### config.mk
export PLATFORM = sky130hd
export DESIGN_NAME = freq_word_recover
export DESIGN_NICKNAME = d
export VERILOG_FILES = /design/src/rtl/freq_word_recover.sv
export SDC_FILE = /design/constraint.sdc
export NUM_CORES = 1
export LEC_CHECK = 0
export CAP_MARGIN = 20
export CORE_ASPECT_RATIO = 0.9
export CORE_UTILIZATION = 60
export CTS_CLUSTER_SIZE = 10
export DETAILED_ROUTE_END_ITERATION = 8
export GPL_ROUTABILITY_DRIVEN = 1
export PLACE_DENSITY = 0.85
export SYNTH_ARGS = -nofsm -noshare
export SYNTH_HDL_FRONTEND = slang
export SYNTH_SLANG_ARGS = --single-unit
### constraint.sdc
create_clock -name clk -period 8.9 [get_ports clk]
set_input_delay 1.335 -clock clk [delete_from_list [all_inputs] [get_ports clk]]
set_output_delay 1.335 -clock clk [all_outputs]
set_load 0.05 [all_outputs]
### src/rtl/freq_word_recover.sv
// rtl/freq_word_recover.sv - recovers the NCO tuning word from a phase-accumulator sample stream
//
// Purpose:
//   Watches phase samples from a phase-accumulator NCO and measures the step between
//   consecutive accepted samples, modulo 2^W. After LOCK_CNT consecutive identical
//   non-zero steps it declares lock and publishes the step as the tuning word.
//   While locked, it flags mismatching steps. After UNLOCK_CNT consecutive mismatches
//   it drops lock. It also counts accumulator wrap-arounds.
//
// Ports:
//   clk         clock
//   rst_n       asynchronous active-low reset
//   clear       synchronous clear to IDLE with all state zeroed (wins over in_valid)
//   in_valid    phase_in carries a sample this cycle
//   phase_in    phase accumulator sample [W-1:0]
//   step_out    recovered tuning word, meaningful while locked=1 [W-1:0]
//   locked      tuning word is stable
//   wrap_pulse  one-cycle pulse: accepted sample was below the previous one
//   wrap_count  saturating wrap count since reset/clear [15:0]
//   err_pulse   one-cycle pulse: step mismatch while locked
module freq_word_recover #(
  parameter int W          = 8,
  parameter int LOCK_CNT   = 4,
  parameter int UNLOCK_CNT = 2
) (
  input  logic         clk,
  input  logic         rst_n,
  input  logic         clear,
  input  logic         in_valid,
  input  logic [W-1:0] phase_in,
  output logic [W-1:0] step_out,
  output logic         locked,
  output logic         wrap_pulse,
  output logic [15:0]  wrap_count,
  output logic         err_pulse
);

  localparam int MW = $clog2(LOCK_CNT + 1);
  localparam int SW = $clog2(UNLOCK_CNT + 1);

  typedef enum logic [1:0] {
    S_IDLE    = 2'd0,
    S_ACQUIRE = 2'd1,
    S_LOCKED  = 2'd2
  } state_e;

  state_e         state_q, state_d;
  logic [W-1:0]   prev_q, prev_d;
  logic [W-1:0]   cand_q, cand_d;
  logic [W-1:0]   step_q, step_d;
  logic [MW-1:0]  match_q, match_d;
  logic [SW-1:0]  miss_q, miss_d;
  logic           locked_q, locked_d;
  logic           wrap_pulse_q, wrap_pulse_d;
  logic           err_pulse_q, err_pulse_d;
  logic [15:0]    wrap_cnt_q, wrap_cnt_d;

  logic [W-1:0]   diff;
  logic           wrap;

  // Subtraction wraps naturally at W bits, which gives the step modulo 2^W.
  assign diff = phase_in - prev_q;
  assign wrap = (phase_in < prev_q);

  always_comb begin
    state_d      = state_q;
    prev_d       = prev_q;
    cand_d       = cand_q;
    step_d       = step_q;
    match_d      = match_q;
    miss_d       = miss_q;
    locked_d     = locked_q;
    wrap_pulse_d = 1'b0;
    err_pulse_d  = 1'b0;
    wrap_cnt_d   = wrap_cnt_q;

    if (clear) begin
      state_d    = S_IDLE;
      prev_d     = '0;
      cand_d     = '0;
      step_d     = '0;
      match_d    = '0;
      miss_d     = '0;
      locked_d   = 1'b0;
      wrap_cnt_d = '0;
    end else if (in_valid) begin
      prev_d = phase_in;

      // The first sample only primes prev. It has no predecessor, so it yields no step and no wrap.
      if (state_q != S_IDLE && wrap) begin
        wrap_pulse_d = 1'b1;
        if (wrap_cnt_q != 16'hFFFF) begin
          wrap_cnt_d = wrap_cnt_q + 16'd1;
        end
      end

      case (state_q)
        S_IDLE: begin
          state_d = S_ACQUIRE;
        end

        S_ACQUIRE: begin
          if (diff == '0) begin
            // A stationary phase (DC) is not a frequency, so it must never lock.
            match_d = '0;
          end else if (diff == cand_q && match_q != '0) begin
            match_d = match_q + 1'b1;
            if (match_q == MW'(LOCK_CNT - 1)) begin
              state_d  = S_LOCKED;
              step_d   = cand_q;
              locked_d = 1'b1;
              miss_d   = '0;
            end
          end else begin
            cand_d  = diff;
            match_d = MW'(1);
          end
        end

        S_LOCKED: begin
          if (diff == step_q) begin
            miss_d = '0;
          end else begin
            err_pulse_d = 1'b1;
            miss_d      = miss_q + 1'b1;
            if (miss_q == SW'(UNLOCK_CNT - 1)) begin
              // The new step seeds re-acquisition. step_out keeps the last good word.
              state_d  = S_ACQUIRE;
              locked_d = 1'b0;
              cand_d   = diff;
              match_d  = MW'(diff != '0);
            end
          end
        end

        default: begin
          state_d = S_IDLE;
        end
      endcase
    end
  end

  always_ff @(posedge clk or negedge rst_n) begin
    if (!rst_n) begin
      state_q      <= S_IDLE;
      prev_q       <= '0;
      cand_q       <= '0;
      step_q       <= '0;
      match_q      <= '0;
      miss_q       <= '0;
      locked_q     <= 1'b0;
      wrap_pulse_q <= 1'b0;
      err_pulse_q  <= 1'b0;
      wrap_cnt_q   <= '0;
    end else begin
      state_q      <= state_d;
      prev_q       <= prev_d;
      cand_q       <= cand_d;
      step_q       <= step_d;
      match_q      <= match_d;
      miss_q       <= miss_d;
      locked_q     <= locked_d;
      wrap_pulse_q <= wrap_pulse_d;
      err_pulse_q  <= err_pulse_d;
      wrap_cnt_q   <= wrap_cnt_d;
    end
  end

  assign step_out   = step_q;
  assign locked     = locked_q;
  assign wrap_pulse = wrap_pulse_q;
  assign wrap_count = wrap_cnt_q;
  assign err_pulse  = err_pulse_q;

endmodule

==> reports/results.ini <==
[sta]
rsz0062_at_grt = false
drv_slew = 0
fmax_mhz = 207
hold_viol_final = 0
tightest_slew_ns = 0.905
whs_ns = 0.493
finalSetupViolCount = 0
layout_min_cycle_time_ns = 4.83
fin_setup_tns_ns = 0
period_share_pct = 54.3
slew_headroom_pct = 39.5
clock_skew_ns = 0.00415

[logic_synthesis]
ys_ff_latch = 50
synth_area_leaders = dfrtp_1 (41%), mux2i_1 (5.9%), ha_1 (5.7%)
avgSynthCellArea_um2 = 10.3
synthFlopType = dfrtp_1
yosys.area.top_type = dfrtp_1
synthCells = 300
ys_types = 56
netlist.area_leader.share_pct = 40.7
synthMostInstantiatedCell = dfrtp_1
synth-async-reset-ratio_pct = 100
synth_nets = 327
synth_edf_count = 0
synth_area_um2 = 3080
yosysSeqAreaShare_pct = 40.7
netlist_top_cells_count = dfrtp_1 (50), nor2_1 (35), inv_1 (22), mux2i_1 (18), xnor2_1 (18)
synth_warnings = 0

[cts]
cts-hold-fix-buffers = 0
root_buffer = clkbuf_8
clk_pin_slew_ns = 0.09
cts_buffers = 5
htree_levels = 2
clk_latency_ns = 0.31
cts_repair_resize_count = 0
cts_buffer_depth = 2
post_cts_buffers = 0
cts_tree = done
cts.sinks = 50

[drt]
dr.pass1.iters = 4
drt-initial-drc-count = 171
ant_nets = 0
via_per_inst = 5.80
routed_wl_um = 6190
routedWlPerCell_um = 15.4
vias = 2324
drc = 0

[min_path]
hp-class = flip-flop to flip-flop
hold_depth = 1

[critical_path]
cp-end-kind = flip-flop
worstPathMaxFanout = 10
slowest_delay_ns = 0.56
path_common_cell = inv_1
crit_family = simple AND/OR/NAND/NOR gates
cp.depth = 13
r2r_setup_slack_ns = 5.21
r2r_cells = 11
crit_path_start_kind = input port
cp.arrival_ns = 5.02
cp_data_required_time_ns = 9.08
path_buf_inv = 3
crit_slowest_cell = or4_4
path_cells = clkdlybuf4s50_1, inv_1, ha_1, inv_1, fa_1, a21o_2, a221oi_4, xnor3_1, or4_4, a211oi_4, nand4_2, mux2i_1, nor2_1
crit_type = input port to flip-flop

[job]
drv_cap = 0

[pwr]
power.switching_uw = 135
p_comb_share_pct = 21.0
switching_share_pct = 28.3
ir_drop_v = 0.000109
internal_power_uw = 341
power_leakage_uw = 0.00157
power_density_nw_per_um2 = 133
totalPowerFinal_uw = 475
seqPwrFrac_pct = 49.8
p_clk_share_pct = 29.1

[cells_and_area]
final_layout_size_suffix_gt1_share_pct = 7.74
seq_area_um2 = 1250
fillers = 355
area_growth_pct = 15.9
multi_input_area_um2 = 1660
antennaDiodeCount = 0
finish.net_count = 362

[grt]
grt_overflow = 0
antenna_found_initial = 0
grt_max_degree = 51
grt_pass1_wl_um = 10700
grt_usage_pct = 25.2
grt_pass1_vias = 2265

[floorplanning]
die_x_um = 77.5
die_h_um = 69.9
placementRows = 24
dieArea_um2 = 5420
start_util_pct = 62.9
core_area_um2 = 4890
io_pins = 39

[placed_design]
gp_congestion = 0.822
port_buffers = 38
hpwl_um = 4380

[run_status]
status = finished, final reports clean

==> power by group through the flow <==
stage                     logic (uW)  clock network (uW)  registers (uW)
after floorplan                 75.0                   0             242
after global placement          94.9                   0             241
after detailed placement        97.7                   0             241
after CTS                       98.7                 141             237
after global routing             109                 150             238
final                           99.9                 139             237
==> routing by layer <==
metal,global-route usage [%],wire length [um]
met5,0,0
met4,8.18,89
met3,4.18,280
met2,39.9,2880
met1,35.5,2930
==> worst reg2reg max path: stages, from the launching register on <==
cell	delay, ns
dfrtp_1	0.38
ha_1	0.15
inv_1	0.05
fa_1	0.41
a21o_2	0.24
a221oi_4	0.33
xnor3_1	0.27
or4_4	0.56
a211oi_4	0.37
nand4_2	0.43
mux2i_1	0.32
nor2_1	0.06
==> cells by family after synthesis <==
logic type	after synthesis	share of synthesized area (%)
xor+xnor	33	11.9
simple gates	93	15.2
compound gates	57	14.5
flops	50	40.7
mux	18	5.86
fa+ha+maj	15	6.34
buf+inv	34	5.49
==> flip-flops by register name, summed over array words and instances, names as in the netlist <==
| signal | flops |
|---|---|
| cand_q | 8 |
| err_pulse | 1 |
| locked | 1 |
| match_q | 3 |
| miss_q | 2 |
| prev_q | 8 |
| state_q | 2 |
| step_out | 8 |
| wrap_count | 16 |
| wrap_pulse | 1 |
==> cell usage in the layout, fill, tap and decap left out, drive strengths merged, types with 2 or more instances in the layout <==
cell	Yosys	final
a32o	8	8
a21oi	14	14
o21ai	8	8
xnor2	18	18
and3	6	6
buf	9	3
and2	2	2
ha	14	14
a31o	3	3
clkdlybuf4s50	0	37
a211o	2	2
mux2i	18	18
nor4	3	3
nand2	13	13
dfrtp	50	50
o22ai	2	2
o211ai	2	2
a211oi	5	5
xnor3	4	4
nor2	35	35
inv	22	22
or4	2	2
o21a	2	2
clkbuf	3	7
nand3	12	12
nor3	2	2
a31oi	3	3
nand2b	3	3
xor2	10	10
a21o	2	2
nand4	5	5
or3	7	7
==> final timing paths <==
kind / start / to
worst max-delay path: phase_in[0] / step_out[1]
worst min-delay path: miss_q[0] / miss_q[0]
worst max register to register: prev_q[0] / step_out[1]
worst min register to register: miss_q[0] / miss_q[0]
max in group asynchronous: rst_n / match_q[2]
min in group asynchronous: rst_n / wrap_count[5]
==> final cells by class <==
class	instances	area share, %
inverters	22	2.32
multi-input cells	216	46.5
flip-flops and latches	50	35.1
clock inverters	1	0.140
repair buffers	40	11.3
well taps	65	2.28
clock buffers	7	2.42
==> per-stage QoR <==
stage / util, % / cells / instance area (um^2) / worst slack (ns)
6_report: 72.9 / 401 / 3570 / 4.07
2_1_floorplan: - / 300 / 3080 / 4.70
4_1_cts: 72.4 / 400 / 3550 / 4.07
3_3_place_gp: 70.6 / 392 / 3450 / 3.86
5_1_grt: 72.9 / 401 / 3570 / 3.84
3_5_place_dp: 70.6 / 392 / 3450 / 3.74
Power figures use the tool's default switching activity.
